`config.mk`:
```
export PLATFORM = sky130hd
export DESIGN_NAME = alu_serial_rx
export DESIGN_NICKNAME = d
export VERILOG_FILES = /design/src/rtl/alu_serial_rx.sv
export SDC_FILE = /design/constraint.sdc
export NUM_CORES = 1
export LEC_CHECK = 0
export CAP_MARGIN = 20
export CORE_MARGIN = 8
export CORE_UTILIZATION = 35
export CTS_CLUSTER_SIZE = 28
export DETAILED_ROUTE_END_ITERATION = 8
export MAX_ROUTING_LAYER = met4
export PLACE_DENSITY = 0.67
export SLEW_MARGIN = 20
export SYNTH_ARGS = -nofsm -noshare
export SYNTH_HDL_FRONTEND = slang
export SYNTH_SLANG_ARGS = --single-unit
```
`constraint.sdc`:
```
create_clock -name clk -period 2.2 [get_ports clk]
set_input_delay 0.33 -clock clk [delete_from_list [all_inputs] [get_ports clk]]
set_output_delay 0.33 -clock clk [all_outputs]
set_load 0.005 [all_outputs]
```
`src/rtl/alu_serial_rx.sv`:
```
// alu_serial_rx: serial front end of the ALU.
// Each 11-bit packet on sin is: start(0), type, d[7:0] MSB first, stop(1).
// A frame is 8 DATA packets (B then A, MSB byte first) followed by one CTL
// packet carrying {0, op[2:0], crc4[3:0]}. Framing, packet order, CRC4 and
// opcode are checked, and one result strobe is produced per frame.
module alu_serial_rx #(
    parameter int CRC_EN      = 1,
    parameter int TIMEOUT_CYC = 0
) (
    input  logic        clk,
    input  logic        rst_n,
    input  logic        sin,
    output logic        out_valid,
    output logic [31:0] A,
    output logic [31:0] B,
    output logic [2:0]  op,
    output logic [2:0]  err_flags
);

    localparam int TMO_W = (TIMEOUT_CYC > 1) ? $clog2(TIMEOUT_CYC) : 1;
    localparam logic [TMO_W-1:0] TMO_LAST = TMO_W'((TIMEOUT_CYC > 0) ? TIMEOUT_CYC - 1 : 0);

    typedef enum logic [1:0] {
        S_IDLE,
        S_TYPE,
        S_BIT,
        S_STOP
    } state_t;

    state_t           state;
    logic [2:0]       bit_idx;
    logic             pkt_type;     // 0 = DATA, 1 = CTL
    logic [3:0]       pkt_cnt;      // DATA packets accepted in this frame
    logic [63:0]      data_sh;      // {B, A} once 8 DATA packets are in
    logic [6:0]       ctl_sh;       // low 7 bits of the CTL byte
    logic [3:0]       crc;          // running CRC4 of {B, A, 1, op}
    logic [TMO_W-1:0] tmo_cnt;

    logic [2:0]       ctl_op;
    logic [3:0]       crc_rx;
    logic             crc_bad;
    logic             op_bad;

    // One serial CRC4 step, polynomial x^4 + x + 1, message MSB first.
    function automatic logic [3:0] crc4_step(input logic [3:0] c, input logic b);
        logic fb;
        fb = c[3] ^ b;
        return {c[2], c[1], c[0] ^ fb, fb};
    endfunction

    // Legal opcodes are 000, 001, 100 and 101, i.e. exactly those with op[1] clear.
    function automatic logic op_is_legal(input logic [2:0] o);
        return (o[1] == 1'b0);
    endfunction

    assign ctl_op  = ctl_sh[6:4];
    assign crc_rx  = ctl_sh[3:0];
    assign crc_bad = (CRC_EN != 0) && (crc_rx != crc);
    assign op_bad  = !op_is_legal(ctl_op);

    // Bit FSM, packet sequencing, CRC accumulation, timeout and registered results.
    always_ff @(posedge clk or negedge rst_n) begin
        if (!rst_n) begin
            state     <= S_IDLE;
            bit_idx   <= 3'd0;
            pkt_type  <= 1'b0;
            pkt_cnt   <= 4'd0;
            data_sh   <= 64'd0;
            ctl_sh    <= 7'd0;
            crc       <= 4'd0;
            tmo_cnt   <= '0;
            out_valid <= 1'b0;
            A         <= 32'd0;
            B         <= 32'd0;
            op        <= 3'd0;
            err_flags <= 3'd0;
        end else begin
            out_valid <= 1'b0;
            case (state)
                S_IDLE: begin
                    if (!sin) begin
                        state   <= S_TYPE;
                        tmo_cnt <= '0;
                    end else if ((TIMEOUT_CYC > 0) && (pkt_cnt != 4'd0)) begin
                        // Line idle in the middle of a frame: abort once the budget runs out.
                        if (tmo_cnt == TMO_LAST) begin
                            out_valid <= 1'b1;
                            err_flags <= 3'b100;
                            pkt_cnt   <= 4'd0;
                            crc       <= 4'd0;
                            tmo_cnt   <= '0;
                        end else begin
                            tmo_cnt <= tmo_cnt + 1'b1;
                        end
                    end else begin
                        tmo_cnt <= '0;
                    end
                end

                S_TYPE: begin
                    pkt_type <= sin;
                    bit_idx  <= 3'd7;
                    state    <= S_BIT;
                end

                S_BIT: begin
                    if (!pkt_type) begin
                        data_sh <= {data_sh[62:0], sin};
                        crc     <= crc4_step(crc, sin);
                    end else begin
                        ctl_sh <= {ctl_sh[5:0], sin};
                        // The CRC covers a constant 1 in place of ctl[7], then op; not the crc field.
                        if (bit_idx == 3'd7) begin
                            crc <= crc4_step(crc, 1'b1);
                        end else if (bit_idx >= 3'd4) begin
                            crc <= crc4_step(crc, sin);
                        end
                    end
                    bit_idx <= bit_idx - 3'd1;
                    if (bit_idx == 3'd0) begin
                        state <= S_STOP;
                    end
                end

                S_STOP: begin
                    state <= S_IDLE;
                    if (!sin || (!pkt_type && (pkt_cnt == 4'd8)) || (pkt_type && (pkt_cnt != 4'd8))) begin
                        // Bad stop bit or packet out of order: frame ends with ERR_DATA only.
                        out_valid <= 1'b1;
                        err_flags <= 3'b100;
                        pkt_cnt   <= 4'd0;
                        crc       <= 4'd0;
                    end else if (!pkt_type) begin
                        pkt_cnt <= pkt_cnt + 4'd1;
                    end else begin
                        out_valid <= 1'b1;
                        err_flags <= {1'b0, crc_bad, op_bad};
                        pkt_cnt   <= 4'd0;
                        crc       <= 4'd0;
                        if (!crc_bad && !op_bad) begin
                            B  <= data_sh[63:32];
                            A  <= data_sh[31:0];
                            op <= ctl_op;
                        end
                    end
                end

                default: state <= S_IDLE;
            endcase
        end
    end

endmodule

```
==> results of run 1 <==
==> registers in the layout, indices dropped and copies added, names as in the netlist <==
signal / flops
A: 32
out_valid: 1
data_sh: 64
state: 2
ctl_sh: 7
B: 32
pkt_type: 1
err_flags: 3
crc: 4
bit_idx: 3
pkt_cnt: 4
op: 3
==> cell type report <==
class | instances | area [sq um]
Clock inverter | 14 | 93.8
Timing Repair Buffer | 90 | 925
Clock buffer | 18 | 429
Multi-Input combinational cell | 208 | 2180
Fill cell | 1502 | 9450
Tap cell | 225 | 282
Inverter | 8 | 30.0
Sequential cell | 156 | 3900
==> stage by stage <==
step	util	hold slack, ns
3_3_place_gp	0.423	0.303
3_5_place_dp	0.423	0.310
5_1_grt	0.453	0.470
4_1_cts	0.453	0.447
6_report	0.453	0.433
2_1_floorplan	-	0.0344
==> synthesized netlist by cell type <==
cell type and number:
a211o_1 1, a211oi_1 2, a21oi_1 1, a22o_1 4, a22oi_1 1, a31oi_1 2, and2_1 1, and3b_2 1
and4_1 1, buf_2 4, buf_6 4, clkbuf_1 10, dfrtp_1 156, ha_1 10, inv_1 8, mux2_2 111
mux2_4 29, nand2_1 8, nand2b_1 1, nand3_1 3, nand4_1 2, nor2_1 8, nor2b_1 3, nor3_1 2
o21a_1 1, o21ai_0 5, o31ai_1 1, or3b_1 1, or3b_2 1, xnor2_1 5, xor2_1 3
==> power groups by stage <==
stage	Sequential, mW	Clock [mW]	Combinational (mW)
finish	3.36	2.58	1.36
detailed placement	3.41	0	1.36
floorplan	3.34	0	0.973
CTS	3.36	2.66	1.38
global route	3.40	2.80	1.52
global placement	3.39	0	1.31
==> layer usage <==
metal	up-vias	routed length (um)	track usage	share of wire
met5	-	0	-	0
met1	1682	5330	0.139	0.47
met4	0	144	0.0409	0.013
met2	63	5140	0.165	0.45
li1	1559	-	-	-
met3	14	691	0.0431	0.061
==> cells by family after synthesis <==
group	share of synthesized area
XOR/XNOR	0.0113
multiplexers	0.272
AND/OR/NAND/NOR	0.0266
flip-flops	0.629
adder cells (fa/ha/maj)	0.0202
AO/OA/AOI/OAI	0.0200
buffers and inverters	0.0214
==> repair_timing <==
action,CTS,global route
endpoints found under the hold margin,48,0
hold buffers,1,0
gates resized for setup,0,1
endpoints found under the setup margin,0,31
==> path summary, 6_finish.rpt <==
check	start	endpoint	slack [ns]	cells after the start
worst max-delay path	pkt_cnt[0]	B[21]	0.10	7
worst min-delay path	rst_n	data_sh[11]	0.43	2
worst max register to register	pkt_cnt[0]	B[21]	0.10	7
worst min register to register	op[1]	op[1]	0.49	1
max in group asynchronous	rst_n	data_sh[60]	1.05	3
min in group clk	op[1]	op[1]	0.49	1
==> flow_metrics.env, run 1 <==
export IMPL_grt_usage=0.112
export IMPL_ir_drop_v=0.000602
export IMPL_p_total_mw=7.30
export IMPL_areaGrowthSynthToFinish_pct=26.4
export IMPL_max_stage_delay_ns=0.44
export IMPL_fmax_mhz=477
export IMPL_setup_viol=0
export IMPL_via_count=3318
export IMPL_clockRootBuffer="clkbuf_16"
export IMPL_synthDominantCellAreaShare=0.629
export IMPL_wl_um=11300
export IMPL_place_gp_congestion=0.767
export IMPL_power_switching_mw=2.04
export IMPL_skew_ns=0.00740
export IMPL_setup_tns_ns=0
export IMPL_clk_pin_slew_ns=0.06
export IMPL_core_sq_um=17300
export IMPL_p_sw_frac=0.279
export IMPL_grt_max_degree=53
export IMPL_dpl_cell_area_sq_um=7310
export IMPL_final_cells=719
export IMPL_port_buffer_count=73
export IMPL_crit_fanout=16
export IMPL_pin_count=74
export IMPL_layout_commonest_cell="dfrtp_1"
export IMPL_p_clk_frac=0.353
export IMPL_path_cells="inv_2, ha_1, and3b_2, and4_1, or3b_4, buf_4, mux2_2"
export IMPL_hold_class="in2async"
export IMPL_slew_violations=0
export IMPL_cap_viol_max_count=0
export IMPL_die_w_um=149
export IMPL_hold_viol=0
export IMPL_hpwl_um=7860
export IMPL_drtAntennaViolNets=0
export IMPL_dieHeight_um=149
export IMPL_fp_row_count=48
export IMPL_crit_buf_inv=2
export IMPL_design_area_sq_um=7840
export IMPL_finalCriticalPeriod_ns=2.10
export IMPL_first_global_vias=3682
export IMPL_routedWlPerCell_um=15.7
export IMPL_yosys_warnings=0
export IMPL_worst_slew_pin_transition_ns=0.479
export IMPL_grt_pass1_wl_um=19300
export IMPL_yosysSeqAreaShare=0.629
export IMPL_leakage_nw=3.87
export IMPL_maxSlewHeadroom=0.680
export IMPL_setup_slack_ns=0.104
export IMPL_synth_area_sq_um=6210
export IMPL_antenna_found_initial=0
export IMPL_syn_nets=403
export IMPL_p_int_mw=5.26
export IMPL_pre_cts_ws_ns=0.0211
export IMPL_drt_pre_antenna_iters=4
export IMPL_vias_per_cell=4.61
export IMPL_synthCells=390
export IMPL_synth_area_top_cells="dfrtp_1 63%, mux2_2 20%, mux2_4 7.0%"
export IMPL_yosysUniqueCellTypes=31
export IMPL_start_util=0.359
export IMPL_h_tree_depth=4
export IMPL_cts_buffer_depth=2
export IMPL_powerDensity_nw_per_um2=930
export IMPL_power_frac_comb=0.187
export IMPL_insertedDiodeCount=0
export IMPL_cp_data_required_time_ns=2.50
export IMPL_run_status="finished, final reports clean"
export IMPL_overflow=0
export IMPL_min_period_over_period=0.953
export IMPL_arrival_ns=2.39
export IMPL_clock_latency_ns=0.42
export IMPL_die_area_sq_um=22200
export IMPL_final_cell_mix="156 x dfrtp_1, 111 x mux2_2, 72 x clkdlybuf4s50_1"
export IMPL_start_kind="register"
export IMPL_postCtsSetupBuffers=0
export IMPL_yosysTopAreaCell="dfrtp_1"
export IMPL_cp_top_family="simple AND/OR/NAND/NOR gates"
export IMPL_rsz0062_at_grt="false"
export IMPL_cts_sinks=156
export IMPL_finalNetCount=494
export IMPL_dp_cells=686
export IMPL_drc_errors=0
export IMPL_numCtsBuffers=17
export IMPL_endpoint_kind="register"
export IMPL_ys_ff_latch=156
export IMPL_crit_path_top_delay_cell="or3b_4"
export IMPL_drt_iter0_drc=135
export IMPL_cts_tree="done"
export IMPL_worstSetupPathType="reg2reg"
export IMPL_pwr_share_seq=0.460
export IMPL_layout_drive_gt1_share=0.391
export IMPL_avgSynthCellArea_sq_um=15.9
Power figures use the tool's default switching activity.
==> run 2, diff against run 1 <==
--- a/config.mk
+++ b/config.mk
@@ -8,10 +8,11 @@
 export CAP_MARGIN = 20
 export CORE_MARGIN = 8
 export CORE_UTILIZATION = 35
+export CTS_CLUSTER_DIAMETER = 50
 export CTS_CLUSTER_SIZE = 28
 export DETAILED_ROUTE_END_ITERATION = 8
 export MAX_ROUTING_LAYER = met4
-export PLACE_DENSITY = 0.67
+export PLACE_DENSITY = 0.65
 export SLEW_MARGIN = 20
 export SYNTH_ARGS = -nofsm -noshare
 export SYNTH_HDL_FRONTEND = slang
==> constraint.sdc (replaced) <==
create_clock -name clk -period 2.05 [get_ports clk]
set_input_delay 0.3075 -clock clk [delete_from_list [all_inputs] [get_ports clk]]
set_output_delay 0.3075 -clock clk [all_outputs]
set_load 0.005 [all_outputs]
==> run 2 against run 1 <==
Net effect:
- the run now ends with setup timing left
- sequential share of layout area shrank 1.1 points
- register-to-register slack lost 0.14 ns
- critical path depth unchanged
- utilization up 1.1 points
- clock power up 38%
- global-route usage is 0.20 points higher
- clock skew barely moved
- critical endpoint is now A[20]
- largest power group unchanged
==> flow_metrics.env, run 2 (same netlist as run 1, synthesis figures left out) <==
export IMPL_layout_drive_gt1_share=0.393
export IMPL_cts_sinks=156
export IMPL_fmax_mhz=480
export IMPL_reg_top3="data_sh: 64 flops, A: 32 flops, B: 32 flops"
export IMPL_place_gp_congestion=0.752
export IMPL_worstSetupPathType="reg2reg"
export IMPL_cts_buffer_depth=2
export IMPL_via_count=3363
export IMPL_clockRootBuffer="clkbuf_16"
export IMPL_overflow=0
export IMPL_ir_drop_v=0.000817
export IMPL_rrSetupSlack_ns=-0.03
export IMPL_r2r_start="pkt_cnt[1]"
export IMPL_cap_viol_max_count=0
export IMPL_final_cell_mix="156 x dfrtp_1, 111 x mux2_2, 72 x clkdlybuf4s50_1"
export IMPL_skew_ns=0.00767
export IMPL_powerDensity_nw_per_um2=1080
export IMPL_hpwl_um=7700
export IMPL_cts_resized=0
export IMPL_pre_cts_ws_ns=-0.0643
export IMPL_finalNetCount=496
export IMPL_hold_viol=0
export IMPL_run_status="finished with violations"
export IMPL_worst_slew_pin_transition_ns=0.520
export IMPL_grt_usage=0.114
export IMPL_arrival_ns=2.38
export IMPL_cp_data_required_time_ns=2.34
export IMPL_core_sq_um=17300
export IMPL_setup_slack_ns=-0.0319
export IMPL_antenna_found_initial=0
export IMPL_drt_pre_antenna_iters=4
export IMPL_max_stage_delay_ns=0.44
export IMPL_port_buffer_count=73
export IMPL_setup_viol=62
export IMPL_drt_iter0_drc=132
export IMPL_start_kind="register"
export IMPL_die_area_sq_um=22200
export IMPL_start_util=0.359
export IMPL_grt_max_degree=56
export IMPL_clk_pin_slew_ns=0.06
export IMPL_wl_um=11200
export IMPL_rsz0062_at_grt="true"
export IMPL_areaGrowthSynthToFinish_pct=29.3
export IMPL_insertedDiodeCount=0
export IMPL_top_register="data_sh"
export IMPL_fp_row_count=48
export IMPL_drtAntennaViolNets=0
export IMPL_dp_cells=688
export IMPL_die_w_um=149
export IMPL_numCtsBuffers=17
export IMPL_pin_count=74
export IMPL_finalCriticalPeriod_ns=2.08
export IMPL_cts_tree="done"
export IMPL_holdWs_ns=0.406
export IMPL_vias_per_cell=4.66
export IMPL_final_cells=721
export IMPL_crit_path_top_delay_cell="or3b_4"
export IMPL_utilization=0.464
export IMPL_first_global_vias=3795
export IMPL_clock_latency_ns=0.42
export IMPL_largest_reg_flops=64
export IMPL_maxSlewHeadroom=0.653
export IMPL_path_cells="inv_1, ha_1, and3b_2, and4_1, or3b_4, buf_12, mux2_4"
export IMPL_hold_class="in2async"
export IMPL_grt_pass1_wl_um=19600
export IMPL_h_tree_depth=4
export IMPL_slew_violations=0
export IMPL_drc_errors=0
export IMPL_routedWlPerCell_um=15.6
export IMPL_leakage_nw=3.95
export IMPL_endpoint_kind="register"
export IMPL_min_period_over_period=1.02
export IMPL_dieHeight_um=149
export IMPL_r2r_end="A[20]"
export IMPL_crit_fanout=16
export IMPL_ff2ff_path_depth=7
export IMPL_violations="setup timing"
export IMPL_layout_commonest_cell="dfrtp_1"
-- run 2: through the flow --
| stage | instance area [sq um] | total power, mW | TNS (ns) |
|---|---|---|---|
| finish | 8030 | 8.66 | -1.37 |
| global route | 8030 | 9.15 | -7.71 |
| CTS | 8030 | 8.79 | -1.37 |
| detailed placement | 7340 | 5.17 | -3.03 |
| global placement | 7340 | 5.09 | -1.51 |
| floorplan | 6210 | 4.63 | -5.88 |
-- run 2: how the worst max path moves through the flow --
stage	startpoint	end	slack, ns	cells after the start
2_1_floorplan	pkt_cnt[0]	A[0]	-0.09	9
3_3_place_gp	sin	B[28]	-0.03	5
3_5_place_dp	sin	B[6]	-0.06	5
4_1_cts	pkt_cnt[1]	A[10]	-0.03	7
5_1_grt	pkt_cnt[0]	B[11]	-0.13	7
6_report	pkt_cnt[1]	A[20]	-0.03	7
-- run 2: layer usage --
| metal | vias up | wire length, um | global-route usage |
|---|---|---|---|
| li1 | 1554 | - | - |
| met1 | 1721 | 5140 | 0.139 |
| met2 | 73 | 5140 | 0.170 |
| met3 | 15 | 798 | 0.0428 |
| met4 | 0 | 157 | 0.0444 |
| met5 | - | 0 | - |
-- run 2: worst max-delay path, delay by kind of cell, from the launching register on --
kind | cells | cell delay [ns]
muxes | 1 | 0.30
adders and majority gates | 1 | 0.15
buffers and inverters | 2 | 0.26
DFF | 1 | 0.39
and+or+nand+nor | 3 | 0.86
-- run 2: report_power, final --
group          total, mW  internal (mW)  switching [mW]  leakage [nW]
clock               3.57           2.33            1.24         0.322
sequential          3.60           3.37           0.234          2.13
combinational       1.48          0.754           0.730          1.50
-- run 2: layout make-up --
cell class,count,area [sq um]
repair buffers,92,952
flip-flops and latches,156,3900
inverters,8,30.0
clock buffers,19,443
well taps,225,282
clock inverters,13,236
multi-input cells,208,2180
fillers,1487,9270
-- run 2: repair_timing --
action | in CTS | in global routing
hold endpoints to repair | 49 | 0
setup endpoints to repair | 62 | 66
setup buffers | 0 | 0
hold buffers | 1 | 0
cloned | 0 | 0
==> run 3, diff against run 2 <==
--- a/config.mk
+++ b/config.mk
@@ -11,8 +11,9 @@
 export CTS_CLUSTER_DIAMETER = 50
 export CTS_CLUSTER_SIZE = 28
 export DETAILED_ROUTE_END_ITERATION = 8
+export DONT_BUFFER_PORTS = 1
 export MAX_ROUTING_LAYER = met4
-export PLACE_DENSITY = 0.65
+export PLACE_DENSITY = 0.6
 export SLEW_MARGIN = 20
 export SYNTH_ARGS = -nofsm -noshare
 export SYNTH_HDL_FRONTEND = slang
==> run 3 against run 2 <==
Net effect:
- the run ends with hold timing, setup timing left
- utilization down 3.4 points
- total power fell by 3.0%
- register-to-register slack worse by 0.07 ns
- critical path depth rose by 1
- non-clock buffer count decreased by 63
- critical endpoint is now B[30]
- via count down 7.0%
- design area shrank 7.4%
- sequential share of layout area increased by 3.9 points
- clock skew is 0.0035 ns lower
- global-route usage shrank 0.35 points
- setup slack lost 0.070 ns
- flip-flop and latch count unchanged
- critical path type unchanged
==> flow_metrics.env, run 3 (same netlist as run 1, synthesis figures left out) <==
export IMPL_core_sq_um=17300
export IMPL_cts_buffer_depth=2
export IMPL_clockRootBuffer="clkbuf_16"
export IMPL_clock_latency_ns=0.41
export IMPL_layout_drive_gt1_share=0.475
export IMPL_violations="hold timing, setup timing"
export IMPL_grt_usage=0.111
export IMPL_vias_per_cell=4.76
export IMPL_insertedDiodeCount=0
export IMPL_maxSlewHeadroom=0.751
export IMPL_grt_max_degree=157
export IMPL_wl_um=11400
export IMPL_overflow=0
export IMPL_crit_buf_inv=3
export IMPL_routedWlPerCell_um=17.3
export IMPL_drt_iter0_drc=178
export IMPL_finalNetCount=433
export IMPL_wl_met3_um=802
export IMPL_startpoint="pkt_cnt[0]"
export IMPL_cap_viol_max_count=0
export IMPL_hpwl_um=6920
export IMPL_pin_count=74
export IMPL_place_gp_congestion=0.710
export IMPL_reg_top3="data_sh: 64 flops, A: 32 flops, B: 32 flops"
export IMPL_worstSetupPathType="reg2reg"
export IMPL_clk_pin_slew_ns=0.06
export IMPL_grt_pass1_wl_um=18800
export IMPL_holdWs_ns=-0.410
export IMPL_die_w_um=149
export IMPL_dieHeight_um=149
export IMPL_layout_commonest_cell="dfrtp_1"
export IMPL_wl_met1_um=4640
export IMPL_fmax_mhz=465
export IMPL_cpMostUsedCell="buf_12"
export IMPL_highest_layer="met4"
export IMPL_cts_hold_buffers=1
export IMPL_powerDensity_nw_per_um2=1130
export IMPL_setup_slack_ns=-0.102
export IMPL_numCtsBuffers=17
export IMPL_ir_drop_v=0.000604
export IMPL_cts_tree="done"
export IMPL_setup_tns_ns=-5.45
export IMPL_crit_fanout=8
export IMPL_largest_reg_flops=64
export IMPL_h_tree_depth=4
export IMPL_slew_violations=0
export IMPL_arrival_ns=2.44
export IMPL_r2r_start="pkt_cnt[0]"
export IMPL_pre_cts_ws_ns=-0.0849
export IMPL_crit_path_top_delay_cell="or3b_4"
export IMPL_port_buffer_count=0
export IMPL_p_total_mw=8.40
export IMPL_cp_top_family="simple AND/OR/NAND/NOR gates"
export IMPL_wl_met2_um=5790
export IMPL_die_area_sq_um=22200
export IMPL_rsz0062_at_grt="true"
export IMPL_utilization=0.430
export IMPL_skew_ns=0.00416
export IMPL_run_status="finished with violations"
export IMPL_drc_errors=0
export IMPL_drtAntennaViolNets=0
export IMPL_cp_data_required_time_ns=2.34
export IMPL_cts_sinks=156
export IMPL_path_cells="inv_2, ha_4, and3b_2, and4_1, or3b_4, buf_12, buf_12, mux2_4"
export IMPL_finalCriticalPeriod_ns=2.15
export IMPL_via_count=3129
export IMPL_start_kind="register"
export IMPL_endpoint_kind="register"
export IMPL_drt_pre_antenna_iters=4
export IMPL_max_stage_delay_ns=0.43
export IMPL_first_global_vias=3522
export IMPL_antenna_found_initial=0
export IMPL_hold_viol=156
export IMPL_worst_slew_pin_transition_ns=0.374
export IMPL_areaGrowthSynthToFinish_pct=19.8
export IMPL_hold_class="in2async"
export IMPL_fp_row_count=48
export IMPL_top_register="data_sh"
export IMPL_start_util=0.359
export IMPL_min_period_over_period=1.05
export IMPL_leakage_nw=3.77
export IMPL_final_cell_mix="156 x dfrtp_1, 111 x mux2_2, 29 x mux2_4"
export IMPL_setup_viol=66
-- run 3: what timing repair did --
| action | CTS | global route |
|---|---|---|
| gates resized for setup | 8 | 5 |
| setup buffers | 9 | 3 |
| setup endpoints to repair | 66 | 67 |
| pin swaps | 3 | 4 |
| endpoints found under the hold margin | 157 | 156 |
| gates cloned | 3 | 1 |
-- run 3: report_power, final --
| part | internal, mW | switching, mW | total (mW) |
|---|---|---|---|
| combinational | 0.726 | 0.684 | 1.41 |
| clock | 2.19 | 1.19 | 3.39 |
| sequential | 3.37 | 0.235 | 3.60 |
| total | 6.29 | 2.11 | 8.40 |
-- run 3: final timing paths --
check	endpoint	slack, ns	cells after the start
max in group asynchronous	bit_idx[2]	2.26	0
min in group clk	pkt_type	0.05	1
hold / removal	A[13]	-0.41	0
setup reg to reg	B[30]	-0.10	8
setup / recovery	B[30]	-0.10	8
hold reg to reg	B[31]	0.50	1
-- run 3: per-stage QoR --
| step | instance area [sq um] | std cells | hold WS (ns) |
|---|---|---|---|
| CTS | 7370 | 653 | -0.434 |
| global placement | 6540 | 609 | 0.0178 |
| finish | 7430 | 657 | -0.410 |
| global route | 7430 | 657 | -0.438 |
| floorplan | 6210 | 390 | 0.0119 |
| detailed placement | 6540 | 609 | 0.0166 |
-- run 3: routing by layer --
layer / GRT usage / vias to the layer above
met5: - / -
met4: 0.0429 / 0
met3: 0.0425 / 12
met2: 0.180 / 65
met1: 0.121 / 1619
li1: - / 1433
-- run 3: final cells by class --
cell class	count	area, sq um
fill	1558	9860
sequential	156	3900
multi-input combinational	208	2200
clock buffer	21	450
timing repair buffer	29	379
tap	225	282
clock inverter	10	188
inverter	8	30.0
